==> src/rtl/nts_dispatcher_frontend.sv <==
// ----------------------------------------------------------------------------
// nts_dispatcher_frontend
//
// Receive-side ping-pong frame buffer for the NTS dispatcher. MAC RX words are
// written into the write bank. A frame that ends good and is then processed is
// handed to the dispatch side, which owns the other bank. The dispatch side
// reads the frame word by word and releases the bank with a discard strobe.
//
// Optional feature macro: NTS_DISPATCHER_FRONTEND_DEBUG_COUNTERS_EN
//   When defined, the block adds saturating frame counters
//   o_dbg_frames_dispatched and o_dbg_frames_dropped.
//
// Ports:
//   i_clk, i_areset                 clock, asynchronous active-low reset
//   i_rx_data_valid/i_rx_data       RX word and its byte-valid mask
//   i_rx_bad_frame/i_rx_good_frame  frame end markers for the current word
//   i_process_frame                 hand the completed frame to the dispatch side
//   o_dispatch_packet_available     a frame is held for the dispatch side
//   i_dispatch_packet_read_discard  dispatch side is done; free its bank
//   o_dispatch_counter              address of the last word of the held frame
//   o_dispatch_data_valid           byte-valid mask of that last word
//   o_dispatch_fifo_empty           every word of the held frame has been read
//   i_dispatch_fifo_rd_en           read the next word
//   o_dispatch_fifo_rd_data         registered read data
// ----------------------------------------------------------------------------
module nts_dispatcher_frontend #(
  parameter int ADDR_WIDTH = 3
) (
  input  logic                  i_clk,
  input  logic                  i_areset,
  input  logic [7:0]            i_rx_data_valid,
  input  logic [63:0]           i_rx_data,
  input  logic                  i_rx_bad_frame,
  input  logic                  i_rx_good_frame,
  input  logic                  i_process_frame,
  output logic                  o_dispatch_packet_available,
  input  logic                  i_dispatch_packet_read_discard,
  output logic [ADDR_WIDTH-1:0] o_dispatch_counter,
  output logic [7:0]            o_dispatch_data_valid,
  output logic                  o_dispatch_fifo_empty,
  input  logic                  i_dispatch_fifo_rd_en,
  output logic [63:0]           o_dispatch_fifo_rd_data
`ifdef NTS_DISPATCHER_FRONTEND_DEBUG_COUNTERS_EN
  ,
  output logic [31:0]           o_dbg_frames_dispatched,
  output logic [31:0]           o_dbg_frames_dropped
`endif
);

  localparam int                    DEPTH     = 1 << ADDR_WIDTH;
  localparam logic [ADDR_WIDTH-1:0] LAST_ADDR = ADDR_WIDTH'(DEPTH - 1);

  // Both banks in one array, addressed as {bank, word}.
  logic [63:0] mem [2*DEPTH];

  // Write side state
  logic                  wr_bank;      // bank owned by the write side
  logic [ADDR_WIDTH-1:0] wr_ptr;
  logic                  wr_wrap;      // the bank's last address has been written
  logic                  wr_ovf;       // a word arrived after the bank filled
  logic                  wr_complete;  // write bank holds a good, unread frame
  logic                  pending;      // complete frame waiting for handover
  logic [ADDR_WIDTH-1:0] last_addr;
  logic [7:0]            last_valid;

  // Read side state; the read side owns the bank the write side does not
  logic                  rd_bank;
  logic [ADDR_WIDTH-1:0] rd_ptr;

  logic word, handover, ovf_now, end_bad, end_good, frame_end;
  logic accept_good, supersede, do_discard, do_read, wr_sel_bank;
  logic complete_n, pending_n;

  assign word        = |i_rx_data_valid;
  assign handover    = pending & ~o_dispatch_packet_available;
  assign ovf_now     = wr_ovf | wr_wrap;
  assign end_bad     = word & i_rx_bad_frame;
  assign end_good    = word & i_rx_good_frame & ~i_rx_bad_frame;
  assign frame_end   = end_bad | end_good;
  assign accept_good = end_good & ~ovf_now;
  // A new word while a complete frame waits in the write bank overwrites it,
  // unless that frame leaves for the read side on this very edge.
  assign supersede   = word & wr_complete & ~handover;
  assign do_discard  = i_dispatch_packet_read_discard & o_dispatch_packet_available;
  assign do_read     = i_dispatch_fifo_rd_en & ~o_dispatch_fifo_empty & ~do_discard;
  // On a handover edge the banks swap, so an incoming word lands in the freed bank.
  assign wr_sel_bank = handover ? ~wr_bank : wr_bank;
  assign rd_bank     = ~wr_bank;

  // NOTE: every variable assigned in always_comb gets a default first, so no
  // path can leave it unassigned and infer a latch.
  always_comb begin
    complete_n = wr_complete;
    pending_n  = pending;
    if (handover || supersede) begin
      complete_n = 1'b0;
      pending_n  = 1'b0;
    end
    if (accept_good) complete_n = 1'b1;
    // A process strobe with nothing complete is ignored.
    if (i_process_frame && complete_n) pending_n = 1'b1;
  end

  // NOTE: the frame memory has no reset; its contents are only observed after
  // being written, and a reset on the array would stop it mapping to RAM.
  always_ff @(posedge i_clk) begin
    if (word) mem[{wr_sel_bank, wr_ptr}] <= i_rx_data;
  end

  // NOTE: sequential state uses non-blocking assignments only, so every
  // register samples the values from before the edge.
  always_ff @(posedge i_clk or negedge i_areset) begin
    if (!i_areset) begin
      wr_bank     <= 1'b0;
      wr_ptr      <= '0;
      wr_wrap     <= 1'b0;
      wr_ovf      <= 1'b0;
      wr_complete <= 1'b0;
      pending     <= 1'b0;
      last_addr   <= '0;
      last_valid  <= '0;
    end else begin
      wr_complete <= complete_n;
      pending     <= pending_n;
      if (handover) wr_bank <= ~wr_bank;
      if (word) begin
        if (frame_end) begin
          wr_ptr  <= '0;
          wr_wrap <= 1'b0;
          wr_ovf  <= 1'b0;
        end else begin
          wr_ptr <= wr_ptr + 1'b1;
          if (wr_ptr == LAST_ADDR) wr_wrap <= 1'b1;
          if (wr_wrap)             wr_ovf  <= 1'b1;
        end
      end
      if (accept_good) begin
        last_addr  <= wr_ptr;
        last_valid <= i_rx_data_valid;
      end
    end
  end

  always_ff @(posedge i_clk or negedge i_areset) begin
    if (!i_areset) begin
      o_dispatch_packet_available <= 1'b0;
      o_dispatch_counter          <= '0;
      o_dispatch_data_valid       <= '0;
      o_dispatch_fifo_empty       <= 1'b1;
      o_dispatch_fifo_rd_data     <= '0;
      rd_ptr                      <= '0;
    end else if (handover) begin
      o_dispatch_packet_available <= 1'b1;
      o_dispatch_counter          <= last_addr;
      o_dispatch_data_valid       <= last_valid;
      o_dispatch_fifo_empty       <= 1'b0;
      rd_ptr                      <= '0;
    end else if (do_discard) begin
      o_dispatch_packet_available <= 1'b0;
      o_dispatch_counter          <= '0;
      o_dispatch_data_valid       <= '0;
      o_dispatch_fifo_empty       <= 1'b1;
    end else if (do_read) begin
      o_dispatch_fifo_rd_data <= mem[{rd_bank, rd_ptr}];
      rd_ptr                  <= rd_ptr + 1'b1;
      if (rd_ptr == o_dispatch_counter) o_dispatch_fifo_empty <= 1'b1;
    end
  end

`ifdef NTS_DISPATCHER_FRONTEND_DEBUG_COUNTERS_EN
  logic [1:0] drop_inc;

  // A superseding word can itself be a bad single-word frame: two drops at once.
  assign drop_inc = 2'(supersede) + 2'(frame_end & (end_bad | ovf_now));

  always_ff @(posedge i_clk or negedge i_areset) begin
    if (!i_areset) begin
      o_dbg_frames_dispatched <= '0;
      o_dbg_frames_dropped    <= '0;
    end else begin
      if (handover && o_dbg_frames_dispatched != '1)
        o_dbg_frames_dispatched <= o_dbg_frames_dispatched + 1'b1;
      if (o_dbg_frames_dropped > 32'hFFFF_FFFF - 32'(drop_inc))
        o_dbg_frames_dropped <= '1;
      else
        o_dbg_frames_dropped <= o_dbg_frames_dropped + 32'(drop_inc);
    end
  end
`endif

endmodule

==> config.mk <==
export PLATFORM = sky130hd
export DESIGN_NAME = nts_dispatcher_frontend
export DESIGN_NICKNAME = d
export VERILOG_FILES = /design/src/rtl/nts_dispatcher_frontend.sv
export SDC_FILE = /design/constraint.sdc
export NUM_CORES = 1
export LEC_CHECK = 0
export CORE_ASPECT_RATIO = 0.5
export CORE_MARGIN = 5
export CORE_UTILIZATION = 40
export DETAILED_ROUTE_END_ITERATION = 7
export HOLD_SLACK_MARGIN = 0.1
export RECOVER_POWER = 25
export REMOVE_ABC_BUFFERS = 1
export SYNTH_ARGS = -nofsm -noshare
export SYNTH_HDL_FRONTEND = slang
export SYNTH_SLANG_ARGS = --single-unit
==> constraint.sdc <==
create_clock -name i_clk -period 7.5 [get_ports i_clk]
set_input_delay 1.5 -clock i_clk [delete_from_list [all_inputs] [get_ports i_clk]]
set_output_delay 1.5 -clock i_clk [all_outputs]
set_load 0.05 [all_outputs]
# Word level (Yosys, flattened, before mapping)
# Memory sizes are Yosys's and may differ from the RTL's. A register that Yosys moved wholly into a read port is not among the register bits.
# Index checks and enable logic that the tools add are counted.
# W data, S select, Z words.
[op_classes]
n_addsub = 2
eq_ne = 3
mux = 25
bitwise_logic = 19
n_reduce_logical = 16
[op_table]
columns = ["cell", "count"]
rows = [
  ["$mux W3", 6],
  ["$mux W1", 17],
  ["$mux W8", 2],
  ["$and A1 B1 Y1", 10],
  ["$reduce_bool A2 Y1", 5],
  ["$reduce_and A2 Y1", 4],
  ["$reduce_or A8 Y1", 1],
  ["$not A1 Y1", 7],
  ["$add A3 B1 Y3 const B", 2],
  ["$reduce_bool A3 Y1", 2],
  ["$eq A3 B3 Y1", 1],
  ["$eq A3 B3 Y1 const B", 1],
  ["$reduce_and A3 Y1", 1],
  ["$ne A2 B2 Y1 const B", 1],
  ["$or A1 B1 Y1", 2],
  ["$logic_and A1 B1 Y1", 1],
  ["$logic_not A1 Y1", 1],
  ["$logic_or A1 B1 Y1", 1],
]
[totals]
register_bits = 35
ram_bits = 1024
output_inout_bits = 77
mem_count = 1
[mem_list]
columns = ["memory", "words", "width", "rd", "rd_ports_with_merged_regs", "write_ports", "line_no", "text"]
rows = [
  ["mem", 16, 64, 1, 1, 1, "54", "logic [63:0] mem [2*DEPTH];"],
]

# Longest topological paths before layout
[logic_depth]
word_depth = 9
ltp_mapped = 8
mapped_depth_nobuf = 5

# Least setup slack after synthesis
# OpenSTA, ideal clock, no wires.
[synth_timing]
path_kind = "input port to flip-flop"
start = "input port i_rx_data_valid[4]"
end = "memory mem[11][0] (enable)"
arrival_ns = 6.499
setup_time_ns = 0.565
path_slack_ns = 0.437
cell_stages = 5
required_ns = 6.935
path_buffers = 1
path_cell_list = "or4_1 or2_1 clkbuf_1 nand2_1 nor3_1"
[synth_via]
elab_chain_len = 3
[synth_rtl]
columns = ["item", "line_no", "text"]
rows = [
  ["from (decl)", "31", "input logic [7:0] i_rx_data_valid,"],
  ["$reduce_or A8 Y1", "74", "assign word = |i_rx_data_valid;"],
  ["$mux W1", "107", "if (word) mem[{wr_sel_bank, wr_ptr}] <= i_rx_data;"],
  ["$mux W1 (implied by the code)", "107", ""],
  ["to (decl)", "54", ""],
]
# No other way between the ends.

==> impl_metrics.py <==
metrics = {
    "status": {
        "status": "complete, but fails checks",
        "violations": "max-capacitance violations, max-slew violations",
    },
    "logic_synthesis": {
        "synthFlopType": "edfxtp_1",
        "syn_inst": 1871,
        "synthSimpleGateAreaFrac": 0.00741,
        "ys_seq_elements": 1123,
        "synth_fa_ha_area_frac": 0.00178,
        "synthArstFlopShare": 0.0882,
        "ys_top_cells_by_count": "1024 x edfxtp_1, 256 x mux4_2, 129 x o22ai_1",
        "synth.most_common_cell": "edfxtp_1",
        "syn_avg_cell_area_um2": 22.6,
        "synth_xor_area_frac": 0.00124,
        "synth_cell_types": 38,
        "synth_top_family_by_area": "multiplexers",
        "post-synth-top-area-cell": "edfxtp_1",
        "synthMuxAreaShare": 0.159,
        "yosysSeqAreaShare": 0.787,
        "synth_edf_count": 1024,
        "netlist_area_um2": 42200,
        "synth_compound_area_frac": 0.0297,
        "synth_area_leaders": "edfxtp_1 73%, mux4_2 14%, dfrtp_1 5.8%",
        "yosysWarnings": 0,
        "synth_top_area_share": 0.728,
    },
    "setup_path": {
        "cp.arrival_ns": 4.62,
        "path_buf_inv": 1,
        "start_kind": "primary input",
        "crit_family": "buffers and inverters",
        "worst_path_max_delay_cell": "clkbuf_1",
        "crit_chain": "clkbuf_1",
        "slowest_delay_ns": 3.01,
        "worstReg2RegStart": "pending$_DFFE_PN0P_",
        "crit_type": "in2async",
        "crit_fanout": 51,
        "r2r-end": "mem[5][1]$_DFFE_PP_",
        "critPathLaunch": "i_areset",
        "cp.required_ns": 7.25,
        "r2r_slack_ns": 3.21,
        "end_kind": "asynchronous set/reset pin",
        "rr_worst_depth": 5,
    },
    "grt": {
        "met3_usage": 0.0287,
        "busiest_layer": "met2",
        "antenna_found_initial": 11,
        "grt_pass1_vias": 20500,
        "grt.total_usage": 0.164,
        "grt_use_met1": 0.240,
        "grt_max_degree": 137,
        "grt_pass1_wl_um": 138000,
        "grt_overflow": 0,
        "use_met2": 0.262,
    },
    "placed_design": {
        "routabilityCongestion": 0.716,
        "place_ws_ns": 2.67,
        "dpl.hpwl_um": 49600,
        "dpl-instance-area_um2": 45500,
        "port_buffers": 155,
    },
    "min_path": {
        "hold_class": "reg2reg",
        "worstHoldEndpoint": "last_addr[1]$_DFFE_PN0P_",
        "holdPathStages": 1,
        "min_from": "last_addr[1]$_DFFE_PN0P_",
    },
    "power_and_ir_drop": {
        "ir_drop_mv": 0.295,
        "p_leak_nw": 15.2,
        "power_mw": 17.9,
        "p_per_area_nw_per_um2": 367,
    },
    "clocking": {
        "worstSkewPairLatency_ns": 0.70,
        "cts-hold-fix-buffers": 0,
        "cts.sinks": 1123,
        "cts-htree-levels": 3,
        "post_cts_buffers": 0,
        "cts_tree": "yes",
        "cts.clk_slew.worst_paths_ns": 0.06,
        "cts.path.max_buffers": 3,
        "cts_resized": 0,
        "cts_buffers": 99,
        "root_buffer": "clkbuf_16",
    },
    "finish": {
        "finalNetCount": 2145,
        "layout.area.seq_um2": 33200,
        "drive_gt1_frac": 0.248,
        "syn2layout_area_growth_pct": 15.4,
        "fin_area_um2": 48700,
        "nFillCells": 8664,
        "multi_input_area_um2": 8530,
    },
    "detailed_routing": {
        "wire_per_inst_um": 25.9,
        "route.detailed.drc": 0,
        "drt-initial-drc-count": 1649,
        "via_count": 19400,
        "vias_per_cell": 5.45,
        "dr.pass1.iters": 5,
        "wl_um": 92200,
        "antenna_left": 0,
    },
    "floorplanning": {
        "ios": 156,
        "initial_utilization": 0.403,
        "num_rows": 84,
        "die_x_um": 469,
        "dieArea_um2": 113000,
        "coreArea_um2": 105000,
        "dieHeight_um": 240,
    },
    "timing": {
        "rsz0062_at_grt": "no",
        "worstMarginPinSlew_ns": 4.39,
        "setup_viol": 0,
        "timing.final.crit_share": 0.649,
        "maxSlewHeadroom": -1.93,
        "max_freq_ghz": 0.205,
        "setup_slack_ns": 2.63,
        "maxSlewViolCount": 52,
        "final.setup_skew_ns": 0.0331,
        "hold_viol": 0,
        "min_period_ns": 4.87,
    },
    "run": {
        "max-cap-violations": 1,
    },
}
-- cell type report --
cell class                 count  area share
timing repair buffer         196      0.0393
tap                         1419      0.0364
sequential                  1123       0.682
antenna                        2    0.000103
clock buffer                 150      0.0580
inverter                       4    0.000308
multi-input combinational    636       0.175
clock inverter                35     0.00891
-- worst max-delay path by stage --
| stage | to | slack, ns | cells after the start |
|---|---|---|---|
| after detailed placement | mem[5][47]$_DFFE_PP_ | 2.67 | 6 |
| final | o_dispatch_fifo_rd_data[12]$_DFFE_PN0P_ | 2.63 | 1 |
| after floorplan | mem[10][0]$_DFFE_PP_ | -4.18 | 2 |
| after CTS | mem[5][4]$_DFFE_PP_ | 3.14 | 5 |
| after global placement | mem[7][47]$_DFFE_PP_ | 2.70 | 6 |
| after global routing | o_dispatch_fifo_rd_data[50]$_DFFE_PN0P_ | 1.87 | 1 |
-- flip-flops by register name, summed over array words and instances (netlist names) --
signal	cells
o_dispatch_packet_available	1
wr_bank	1
wr_ptr	3
o_dispatch_counter	3
rd_ptr	3
wr_complete	1
o_dispatch_fifo_rd_data	64
last_valid	8
last_addr	3
pending	1
o_dispatch_data_valid	8
o_dispatch_fifo_empty	1
wr_ovf	1
wr_wrap	1
mem	1024
-- through the flow --
stage	std cells	hold WS, ns	TNS, ns	utilization
after detailed placement	3378	0.479	0	0.434
after global placement	3378	0.471	0	0.434
after global routing	3565	0.514	0	0.465
after floorplan	1763	0.458	-3271.17	-
after CTS	3563	0.492	0	0.465
final	3565	0.484	0	0.465
-- cells in the final DEF, fill, tap and decap left out, types with 5 or more instances in the layout --
cell type	instances
mux2_1	11
clkbuf_16	99
mux2i_1	11
bufinv_16	7
buf_12	5
a21oi_1	67
clkinv_2	15
o21ai_1	13
dfrtp_1	95
mux4_2	256
nor2_1	9
ha_1	6
mux2_2	64
nor3_2	8
clkbuf_8	16
nand2_1	26
buf_4	36
dlygate4sd3_1	37
edfxtp_1	1024
nor2_4	8
o22ai_1	129
clkbuf_1	36
clkdlybuf4s50_1	117
-- cell families after synthesis --
kind of cell | count (synthesis)
buffers and inverters | 112
AO/OA/AOI/OAI | 214
XOR/XNOR | 6
flip-flops | 1123
AND/OR/NAND/NOR | 68
adder cells (fa/ha/maj) | 6
multiplexers | 342
-- layer usage --
| metal | share of wire | vias up |
|---|---|---|
| met5 | 0 | - |
| met4 | 0.018 | 0 |
| met3 | 0.049 | 134 |
| met2 | 0.48 | 475 |
| met1 | 0.45 | 10500 |
| li1 | - | 8312 |
-- where the power goes --
group | switching (mW) | internal, mW
registers | 0.412 | 7.47
clock network | 2.25 | 2.87
logic | 2.73 | 2.15
No activity file was read; power rests on OpenSTA's default activity.
